**src/rtl/cfi_log_queue.sv**
```systemverilog
// cfi_log_queue: CFI front end between commit and the CFI checker.
// Classifies committing control-flow instructions, qualifies them against
// per-privilege type masks and programmable PC windows, and compacts the
// qualified logs in port order into a DEPTH-entry FIFO drained over
// valid/ready.
// Optional feature macro: CFI_LOG_DROP_CNT_EN adds the saturating 16-bit
// drop_cnt_o counter of discarded logs.

package cfi_log_pkg;
  localparam int unsigned VLEN = 32;

  localparam logic [3:0] FU_CTRL_FLOW = 4'd4;

  localparam logic [7:0] OP_ADD  = 8'h00;
  localparam logic [7:0] OP_EQ   = 8'h10;
  localparam logic [7:0] OP_NE   = 8'h11;
  localparam logic [7:0] OP_LTS  = 8'h12;
  localparam logic [7:0] OP_GES  = 8'h13;
  localparam logic [7:0] OP_LTU  = 8'h14;
  localparam logic [7:0] OP_GEU  = 8'h15;
  localparam logic [7:0] OP_JALR = 8'h16;
  localparam logic [7:0] OP_JAL  = 8'h17;

  localparam logic [1:0] PRIV_U  = 2'b00;
  localparam logic [1:0] PRIV_S  = 2'b01;
  localparam logic [1:0] PRIV_HS = 2'b10;
  localparam logic [1:0] PRIV_M  = 2'b11;

  typedef struct packed {
    logic branch;
    logic jump;
    logic call;
    logic ret;
  } cfi_flags_t;

  typedef struct packed {
    cfi_flags_t      flags;
    logic [VLEN-1:0] addr_pc;
    logic [VLEN-1:0] addr_npc;
    logic [VLEN-1:0] addr_target;
  } cfi_log_t;

  typedef struct packed {
    logic            valid;
    logic [3:0]      fu;
    logic [7:0]      op;
    logic [4:0]      rs1;
    logic [4:0]      rd;
    logic [VLEN-1:0] pc;
    logic [VLEN-1:0] result;
    logic [VLEN-1:0] predict_address;
  } scoreboard_entry_t;

  localparam int unsigned FLAGS_W = $bits(cfi_flags_t);
  localparam int unsigned LOG_W   = $bits(cfi_log_t);
  localparam int unsigned SBE_W   = $bits(scoreboard_entry_t);
endpackage

module cfi_log_queue
  import cfi_log_pkg::*;
#(
  parameter int unsigned NR_COMMIT_PORTS = 2,
  parameter int unsigned DEPTH           = 8,
  parameter int unsigned NR_ADDR_RANGES  = 4
) (
  input  logic                             clk_i,
  input  logic                             rst_i,
  input  logic                             flush_i,
  input  logic [NR_COMMIT_PORTS*SBE_W-1:0] instr_i,
  input  logic [NR_COMMIT_PORTS-1:0]       commit_ack_i,
  input  logic [FLAGS_W-1:0]               flags_m_i,
  input  logic [FLAGS_W-1:0]               flags_h_i,
  input  logic [FLAGS_W-1:0]               flags_s_i,
  input  logic [FLAGS_W-1:0]               flags_u_i,
  input  logic [1:0]                       priv_lvl_i,
  input  logic [NR_ADDR_RANGES*VLEN-1:0]   range_start_i,
  input  logic [NR_ADDR_RANGES*VLEN-1:0]   range_limit_i,
  input  logic [NR_ADDR_RANGES-1:0]        range_en_i,
  output logic [LOG_W-1:0]                 log_o,
  output logic                             log_valid_o,
  input  logic                             log_ready_i,
  output logic [$clog2(DEPTH):0]           level_o,
  output logic                             stall_o,
  output logic                             overflow_o
`ifdef CFI_LOG_DROP_CNT_EN
  ,
  output logic [15:0]                      drop_cnt_o
`endif
);

  localparam int unsigned PTR_W = $clog2(DEPTH);
  localparam int unsigned CNT_W = PTR_W + 1;
  localparam logic [CNT_W-1:0] DEPTH_C = CNT_W'(DEPTH);
  localparam logic [CNT_W-1:0] PORTS_C = CNT_W'(NR_COMMIT_PORTS);

  cfi_log_t                   mem [DEPTH];
  logic [PTR_W-1:0]           wr_ptr_q;
  logic [PTR_W-1:0]           rd_ptr_q;
  logic [CNT_W-1:0]           count_q;
  logic                       stall_q;
  logic                       overflow_q;

  scoreboard_entry_t          ent [NR_COMMIT_PORTS];
  cfi_log_t                   cand [NR_COMMIT_PORTS];
  logic [NR_COMMIT_PORTS-1:0] is_branch;
  logic [NR_COMMIT_PORTS-1:0] is_jalr;
  logic [NR_COMMIT_PORTS-1:0] is_jal;
  logic [NR_COMMIT_PORTS-1:0] in_window;
  logic [NR_COMMIT_PORTS-1:0] qual;
  cfi_flags_t                 priv_mask;

  logic [CNT_W-1:0]           free;
  logic [CNT_W-1:0]           n_qual;
  logic [CNT_W-1:0]           n_push;
  logic [CNT_W-1:0]           n_drop;
  logic [CNT_W-1:0]           count_nxt;
  logic [NR_COMMIT_PORTS-1:0] wr_en;
  logic [PTR_W-1:0]           wr_idx [NR_COMMIT_PORTS];
  logic                       pop;

  function automatic logic is_link(input logic [4:0] r);
    return (r == 5'd1) || (r == 5'd5);
  endfunction

  // Select the type mask of the current privilege level.
  always_comb begin
    case (priv_lvl_i)
      PRIV_M:  priv_mask = cfi_flags_t'(flags_m_i);
      PRIV_HS: priv_mask = cfi_flags_t'(flags_h_i);
      PRIV_S:  priv_mask = cfi_flags_t'(flags_s_i);
      default: priv_mask = cfi_flags_t'(flags_u_i);
    endcase
  end

  // Classify each commit port, build its log and decide whether it qualifies.
  always_comb begin
    for (int unsigned i = 0; i < NR_COMMIT_PORTS; i++) begin
      ent[i]       = scoreboard_entry_t'(instr_i[i*SBE_W +: SBE_W]);
      is_branch[i] = (ent[i].fu == FU_CTRL_FLOW) &&
                     (ent[i].op inside {OP_EQ, OP_NE, OP_LTS, OP_GES, OP_LTU, OP_GEU});
      is_jalr[i]   = (ent[i].fu == FU_CTRL_FLOW) && (ent[i].op == OP_JALR);
      is_jal[i]    = (ent[i].fu == FU_CTRL_FLOW) && !is_branch[i] && !is_jalr[i];

      cand[i].flags.branch = is_branch[i];
      cand[i].flags.jump   = (is_jal[i] || is_jalr[i]) &&
                             !is_link(ent[i].rs1) && !is_link(ent[i].rd);
      cand[i].flags.call   = (is_jal[i] || is_jalr[i]) && is_link(ent[i].rd);
      cand[i].flags.ret    = is_jalr[i] && is_link(ent[i].rs1);
      cand[i].addr_pc      = ent[i].pc;
      cand[i].addr_npc     = ent[i].result;
      cand[i].addr_target  = ent[i].predict_address;

      // An inverted window (start >= limit) can never satisfy both bounds.
      in_window[i] = 1'b0;
      for (int unsigned j = 0; j < NR_ADDR_RANGES; j++) begin
        if (range_en_i[j] &&
            (range_start_i[j*VLEN +: VLEN] <= ent[i].pc) &&
            (ent[i].pc < range_limit_i[j*VLEN +: VLEN])) begin
          in_window[i] = 1'b1;
        end
      end

      qual[i] = ent[i].valid && commit_ack_i[i] &&
                (|(priv_mask & cand[i].flags)) && in_window[i];
    end
  end

  // Compact qualified logs onto consecutive slots; space is the registered
  // free count only, so a same-cycle pop never makes room for a push.
  always_comb begin
    free   = DEPTH_C - count_q;
    n_qual = '0;
    wr_en  = '0;
    for (int unsigned i = 0; i < NR_COMMIT_PORTS; i++) begin
      wr_idx[i] = wr_ptr_q + n_qual[PTR_W-1:0];
      wr_en[i]  = qual[i] && (n_qual < free);
      if (qual[i]) begin
        n_qual = n_qual + CNT_W'(1);
      end
    end
    n_push    = (n_qual < free) ? n_qual : free;
    n_drop    = n_qual - n_push;
    pop       = (count_q != '0) && log_ready_i;
    count_nxt = count_q + n_push - CNT_W'(pop);
  end

  // FIFO storage, pointers, occupancy and registered status flags.
  always_ff @(posedge clk_i) begin
    if (rst_i) begin
      mem        <= '{default: '0};
      wr_ptr_q   <= '0;
      rd_ptr_q   <= '0;
      count_q    <= '0;
      stall_q    <= 1'b0;
      overflow_q <= 1'b0;
    end else if (flush_i) begin
      wr_ptr_q   <= '0;
      rd_ptr_q   <= '0;
      count_q    <= '0;
      stall_q    <= 1'b0;
      overflow_q <= 1'b0;
    end else begin
      for (int unsigned i = 0; i < NR_COMMIT_PORTS; i++) begin
        if (wr_en[i]) begin
          mem[wr_idx[i]] <= cand[i];
        end
      end
      wr_ptr_q <= wr_ptr_q + n_push[PTR_W-1:0];
      if (pop) begin
        rd_ptr_q <= rd_ptr_q + PTR_W'(1);
      end
      count_q    <= count_nxt;
      stall_q    <= (DEPTH_C - count_nxt) < PORTS_C;
      overflow_q <= (n_drop != '0);
    end
  end

`ifdef CFI_LOG_DROP_CNT_EN
  logic [16:0] drop_sum;
  assign drop_sum = {1'b0, drop_cnt_o} + 17'(n_drop);

  // Saturating count of discarded logs; survives flush, cleared by reset.
  always_ff @(posedge clk_i) begin
    if (rst_i) begin
      drop_cnt_o <= '0;
    end else if (!flush_i) begin
      drop_cnt_o <= drop_sum[16] ? 16'hFFFF : drop_sum[15:0];
    end
  end
`endif

  assign log_o       = mem[rd_ptr_q];
  assign log_valid_o = (count_q != '0);
  assign level_o     = count_q;
  assign stall_o     = stall_q;
  assign overflow_o  = overflow_q;

endmodule

```
**config.mk**
```make
export PLATFORM = sky130hd
export DESIGN_NAME = cfi_log_queue
export DESIGN_NICKNAME = d
export VERILOG_FILES = /design/src/rtl/cfi_log_queue.sv
export SDC_FILE = /design/constraint.sdc
export NUM_CORES = 2
export LEC_CHECK = 0
export ABC_AREA = 1
export CORE_ASPECT_RATIO = 1.1
export CORE_MARGIN = 5
export CORE_UTILIZATION = 30
export CTS_CLUSTER_SIZE = 28
export DETAILED_ROUTE_END_ITERATION = 8
export SETUP_SLACK_MARGIN = 0.05
export SLEW_MARGIN = 15
export SYNTH_ARGS = -nofsm -noshare
export SYNTH_HDL_FRONTEND = slang
export SYNTH_SLANG_ARGS = --single-unit
```
**constraint.sdc**
```tcl
create_clock -name clk_i -period 5.4 [get_ports clk_i]
set_clock_uncertainty 0.2 [all_clocks]
set_input_delay 0.81 -clock clk_i [delete_from_list [all_inputs] [get_ports clk_i]]
set_output_delay 0.81 -clock clk_i [all_outputs]
set_load 0.01 [all_outputs]
```
# After elaboration in Yosys (flattened, before gate mapping)
# Cells that the tools add are included.
# W data, S select, Z words.
[classes]
n_eq_ne = 27
add_sub_neg = 9
bitwise = 5
reduce_logical = 64
magnitude_cmp = 25
muxes = 25
[op_table]
columns = ["cell", "n"]
rows = [
  ["$mux W800", 4],
  ["$bwmux W800", 2],
  ["$demux W100 S3", 2],
  ["$mux W100", 4],
  ["$bmux W100 S3", 1],
  ["$le A32 B32 Y1", 8],
  ["$lt A32 B32 Y1", 8],
  ["$eq A8 B5 Y1 const B", 14],
  ["$logic_and A1 B1 Y1", 43],
  ["$eq A5 B1 Y1 const B", 4],
  ["$eq A5 B3 Y1 const B", 4],
  ["$ge A4 B4 Y1 const B", 3],
  ["$not A3 Y4", 3],
  ["$pmux W4 S3", 1],
  ["$reduce_bool A6 Y1", 2],
  ["$mux W1", 9],
  ["$and A4 B4 Y4", 2],
  ["$eq A4 B3 Y1 const B", 2],
  ["$logic_not A1 Y1", 8],
  ["$lt A4 B1 Y1 const B", 2],
  ["$lt A4 B4 Y1", 2],
  ["$mux W4", 2],
  ["$reduce_bool A4 Y1", 2],
  ["$reduce_or A4 Y1", 2],
  ["13 further kinds", 21],
]
[totals]
word_cells = 216
input_bits = 522
out_inout_bits = 107
reg_bits = 812

# Logic depth before layout (Yosys ltp)
[logic_depth]
ltp_word = 22
ltp_mapped = 37
mapped_depth_nobuf = 36

# Least setup slack after synthesis
# OpenSTA, ideal clock, no wires.
[synth_path]
kind = "input to register"
from = "in instr_i[214]"
to = "reg stall_q (netlist: stall_o)"
required_ns = 5.080
slack_ns = -0.299
n_path_buf = 2
path_stages = 32
arrival_time_ns = 5.379
setup_time_ns = 0.120
path_cell_list = "clkinv_1 > ha_1 > nand2_1 > nor2_1 > nand4_1 > nor4_1 > nand2_1 > nand2_1 > nand2_1 > nand3_1 > nand3_1 > nor2_1 > nor2_4 > buf_4 > buf_2 > ha_1 > ha_1 > a21boi_0 > o21ai_0 > o21a_1 > inv_1 > ha_1 > inv_1 > ha_1 > inv_1 > fa_1 > or2_2 > nand2_1 > inv_1 > nand3_1 > xor2_1 > nor4_1"
[synth_via]
elab_chain_cells = 15
elab_cells_between_ends = 28
classes_between = "add/sub: 3; order compare: 10; mux: 6; reduce/logical: 9"
[synth_rtl]
columns = ["item", "line", "text"]
rows = [
  ["start: declaration", "69", "input logic [NR_COMMIT_PORTS*SBE_W-1:0] instr_i,"],
  ["$le A32 B32 Y1", "157", "(range_start_i[j*VLEN +: VLEN] <= ent[i].pc) &&"],
  ["$logic_and A1 B1 Y1", "156", "if (range_en_i[j] &&"],
  ["$logic_and A1 B1 Y1", "157", ""],
  ["$mux W1 (3 in series)", "156", ""],
  ["$mux W1 (*)", "156", ""],
  ["$logic_and A1 B1 Y1 (*)", "164", "(|(priv_mask & cand[i].flags)) && in_window[i];"],
  ["$mux W4 (*)", "177", "if (qual[i]) begin"],
  ["$lt A4 B4 Y1", "181", "n_push = (n_qual < free) ? n_qual : free;"],
  ["$mux W4 (*)", "181", ""],
  ["$add A4 B4 Y4 (*)", "184", "count_nxt = count_q + n_push - CNT_W'(pop);"],
  ["$sub A4 B1 Y4 (*)", "184", ""],
  ["$sub A4 B4 Y4 (*)", "213", "stall_q <= (DEPTH_C - count_nxt) < PORTS_C;"],
  ["$lt A4 B2 Y1 (*)", "213", ""],
  ["end signal: assignment", "213", ""],
  ["end: declaration", "100", "logic stall_q;"],
]
# Mark *: on every way between the ends. The rest lies on a longest branch, timed or not.
# A chain may end at the register's enable or synchronous reset.

# Final worst setup path
[layout_path]
from = "in instr_i[77]"
to = "reg stall_q (netlist: stall_o)"
[layout_via]
elab_chain_cells = 17
elab_cells_between_ends = 30
classes_between = "add/sub: 4; order compare: 10; mux: 7; reduce/logical: 9"
[layout_rtl]
columns = ["item", "line", "text"]
rows = [
  ["$le A32 B32 Y1", "157", ""],
  ["$logic_and A1 B1 Y1", "156", ""],
  ["$logic_and A1 B1 Y1", "157", ""],
  ["$mux W1 (3 in series)", "156", ""],
  ["$mux W1 (*)", "156", ""],
  ["$logic_and A1 B1 Y1 (*)", "164", ""],
  ["$mux W1 (*)", "177", ""],
  ["$add A4 B1 Y4", "178", "n_qual = n_qual + CNT_W'(1);"],
  ["$mux W4 (*)", "177", ""],
  ["$lt A4 B4 Y1", "181", ""],
  ["$mux W4 (*)", "181", ""],
  ["$add A4 B4 Y4 (*)", "184", ""],
  ["$sub A4 B1 Y4 (*)", "184", ""],
  ["$sub A4 B4 Y4 (*)", "213", ""],
  ["$lt A4 B2 Y1 (*)", "213", ""],
]
# Marked as above.

==> qor.csv <==
stage,metric,value,unit
clock_network,CTS buffer count,103,
worst_setup_path,Worst Reg2Reg Path Length in Cells,18,
timing,worst-margin pin slew,1.246,ns
detailed_routing,DR WL/cell,21.76,um
logic_synthesis,Mapped Area,80060,um^2
logic_synthesis,Yosys warnings,0,
timing,FMAX,190.1,MHz
worst_setup_path,Bufs and invs on worst path,8,
power_and_ir_drop,switching power,15280,uW
global_routing,largest net degree at the start of global routing,189,
worst_setup_path,CP startpoint kind,primary input,
die,die height,551.8,um
global_routing,global-route wire length before repair,581400,um
worst_setup_path,worst reg2reg endpoint,stall_o,
die,width of the chip,502.5,um
power_and_ir_drop,Lkg Pwr,0.04769,uW
final_layout,layout cell share with drive strength beyond 1,0.08352,
placement,"worst slack, placed",-1.306,ns
worst_setup_path,Critical Path End,stall_o,
placement,gpl congestion,0.9858,
timing,hold slack,0.2661,ns
logic_synthesis,Synth Flop Type,dfxtp_1,
detailed_routing,Remaining DRCs,0,
logic_synthesis,Synth Register Bits,812,
final_layout,Area Overhead vs Synth,22.92,%
logic_synthesis,Post-synth EDFFs,0,
clock_network,Clock transition at path regs,0.06,ns
detailed_routing,First-pass DRT Iterations,8,
timing,Final WS setup,0.1383,ns
worst_setup_path,most frequent CP cell,nand2_1,
global_routing,initial antenna violation count,24,
worst_setup_path,CP Depth,31,
worst_hold_path,Hold Path Class,flip-flop to flip-flop,
run_status,status,finished clean,
worst_setup_path,R2R Setup Slk,1.54,ns
worst_setup_path,max incr delay on CP,0.34,ns
detailed_routing,Routed WL,394500,um
final_layout,# nets final,15568,
power_and_ir_drop,pwr/cell area,298.8,nW/um^2
worst_setup_path,crit path capture type,flip-flop,
timing,final setup vio count,0,
clock_network,clk sinks,812,
clock_network,# H-tree levels,3,
timing,period utilisation layout,0.9744,
clock_network,TritonCTS clock tree,done,
worst_setup_path,reg-to-reg startpoint,level_o[0],
detailed_routing,initial DRC count,11447,
placement,port buffer count,624,
die,num rows,199,
worst_setup_path,crit path launch,instr_i[77],
final_layout,fillers,29057,
logic_synthesis,post-synthesis sequential area ratio,0.2031,
global_routing,vias in the first global route,89228,
placement,hpwl dp,246400,um
clock_network,clk root buf,clkbuf_16,
timing,worst rel slew slack,0.1695,
flow_run,# Max-Cap Violations,0,
detailed_routing,vias per cell,5.533,
worst_setup_path,CP Max Fanout,5,
worst_setup_path,Worst EP required,5.87,ns
final_layout,post-route cell area,98410,um^2
final_layout,Final Util,0.3694,
power_and_ir_drop,sequential share of power,0.207,
logic_synthesis,"top cells by area, synth","nand2_1 (25%), dfxtp_1 (20%), nand4_1 (13%)",
clock_network,worst skew pair latency,0.78,ns
logic_synthesis,Yosys cell types,46,
die,I/O pin count,629,
power_and_ir_drop,Peak VDD IR,903.5,uV
worst_setup_path,Critical-path top delay cell,nand4_1,
die,CORE AREA,266400,um^2
worst_setup_path,worst setup path category,primary input to flip-flop,
detailed_routing,Vias,100328,
logic_synthesis,Cells after Synth,14279,
logic_synthesis,syn_nets,15324,
logic_synthesis,leading area contributor after synthesis,nand2_1,
worst_setup_path,CP top delay family,simple AND/OR/NAND/NOR gates,
detailed_routing,"antenna viol nets, final",0,
timing,Final Hold Vio Count,0,
global_routing,grt ovf,0,
power_and_ir_drop,Comb pwr share,0.543,
placement,Post-Place Cell Area,93450,um^2
clock_network,cts hold-fix bufs,0,
power_and_ir_drop,clock share of power,0.250,
logic_synthesis,Yosys top cell area share,0.2477,
timing,Max Slew Vio Count,0,
global_routing,Total GRT Usage,0.2680,
clock_network,Clock Path Buffers,3,
logic_synthesis,ys async rst share,0,
power_and_ir_drop,Internal Pwr Total,14130,uW
die,Initial Utilization,0.3005,
timing,crit path time final,5.262,ns
worst_setup_path,"Arr. time, crit path",5.73,ns
die,Die Area,277300,um^2
power_and_ir_drop,switching share of total power,0.5196,
logic_synthesis,Syn Area/Cell,5.607,um^2
[placed cells by master (no fill, tap or decap), types with 15 or more instances in the layout]
| cell | netlist | final |
|---|---|---|
| ha_4 | 0 | 50 |
| o21ai_1 | 5 | 15 |
| clkinv_1 | 339 | 308 |
| buf_4 | 15 | 539 |
| a21oi_1 | 328 | 318 |
| clkinv_2 | 0 | 37 |
| inv_4 | 0 | 15 |
| nand2_1 | 5282 | 5230 |
| clkbuf_8 | 0 | 21 |
| clkbuf_1 | 733 | 22 |
| buf_12 | 0 | 171 |
| o22ai_1 | 72 | 72 |
| nand3_1 | 864 | 847 |
| dfxtp_1 | 812 | 809 |
| buf_6 | 1 | 18 |
| nand4_1 | 1640 | 1640 |
| clkbuf_16 | 0 | 105 |
| a31oi_1 | 105 | 105 |
| nor2_4 | 2 | 21 |
| nor3_1 | 22 | 15 |
| clkdlybuf4s50_1 | 0 | 473 |
| nor2_2 | 0 | 20 |
| inv_2 | 5 | 57 |
| ha_1 | 521 | 470 |
| nor2_1 | 650 | 611 |
| inv_1 | 1021 | 951 |
| dlygate4sd2_1 | 0 | 60 |
| o21ai_0 | 1284 | 1273 |
| o21a_1 | 28 | 28 |
| dlymetal6s2s_1 | 0 | 74 |
| o211ai_1 | 22 | 22 |
| nand2_2 | 2 | 46 |
[registers in the layout, indices dropped and copies added (netlist names)]
name	cells
level_o	4
mem	800
overflow_o	1
rd_ptr_q	3
stall_o	1
wr_ptr_q	3
[routing by layer]
metal	track usage	routed length, um	vias up
li1	-	-	47972
met1	0.3538	159700	45907
met2	0.4244	175200	5540
met3	0.04220	38690	893
met4	0.1329	20880	16
met5	0	107	-
[worst min-delay path by stage]
| stage | startpoint | to | slack, ns | cells past startpoint |
|---|---|---|---|---|
| floorplan | mem[101] | mem[101] | 0.24 | 2 |
| global placement | mem[582] | mem[582] | 0.25 | 2 |
| detailed placement | mem[709] | mem[709] | 0.25 | 2 |
| CTS | mem[709] | mem[709] | 0.27 | 2 |
| global route | mem[709] | mem[709] | 0.28 | 2 |
| finish | mem[709] | mem[709] | 0.27 | 2 |
[Yosys cell counts, drive strengths merged (17+ instances only)]
cell type	n
nor4	17
ha	521
o211ai	22
a21oi	328
nand2	5285
nand4	1640
clkinv	339
a31oi	105
nor3	22
dfxtp	812
o21a	28
inv	1026
clkbuf	733
buf	480
nor2	652
o21ai	1289
nand3	865
o22ai	72
[power by group through the flow]
stage,Sequential [uW],Clock (uW),Combinational (uW)
2_1_floorplan,6190,0,8270
3_3_place_gp,6230,0,15000
3_5_place_dp,6230,0,15000
4_1_cts,6090,7460,15100
5_1_grt,6100,7660,16600
6_report,6090,7350,16000
[metrics by stage]
step	setup TNS, ns	cells	total power, uW
global route	-0.007824	18129	30350
floorplan	0	14279	14460
detailed placement	-416.69	17902	21230
CTS	0	18113	28700
finish	0	18133	29410
global placement	-348.18	17902	21200
[worst reg2reg max path, stage by stage, from the launching register on]
cell and delay, ns:
dfxtp_1 0.61, inv_1 0.16, ha_1 0.36, inv_1 0.05
ha_1 0.25, a21boi_2 0.16, o21ai_2 0.21, o21a_1 0.16
inv_1 0.05, ha_1 0.26, inv_1 0.06, ha_2 0.17
inv_2 0.04, fa_2 0.33, or2_4 0.24, nand2_4 0.07
buf_4 0.12, xnor2_2 0.08, nor4_4 0.20
[cell type report]
type / count / area, um^2 / share of cell area
clock buffers: 148 / 2999 / 0.03048
repair buffers: 1352 / 13990 / 0.1422
diodes: 9 / 22.52 / 0.0002289
flip-flops and latches: 812 / 16270 / 0.1653
clock inverters: 41 / 414.1 / 0.004208
multi-input cells: 10889 / 55010 / 0.5590
well taps: 3517 / 4400 / 0.04472
inverters: 1365 / 5306 / 0.05392
[logic make-up (layout without fill, tap and decap cells)]
logic type / after synthesis / in the layout / share of synthesized area
simple gates: 8495 / 8495 / 0.4655
xor+xnor: 6 / 6 / 0.0006564
fa+ha+maj: 523 / 523 / 0.08193
compound gates: 1865 / 1865 / 0.1217
flops: 812 / 812 / 0.2031
other cells: 0 / 9 / 0
buf+inv: 2578 / 2906 / 0.1271
[repair_timing]
| action | in CTS | in global routing |
|---|---|---|
| pin swaps | 43 | 66 |
| setup buffers | 22 | 12 |
| endpoints found under the hold margin | 0 | 0 |
| endpoints found under the setup margin | 4 | 2 |
| cloned | 0 | 0 |
| gates resized for setup | 233 | 236 |
Note: power is estimated with default switching activity, not from simulation.
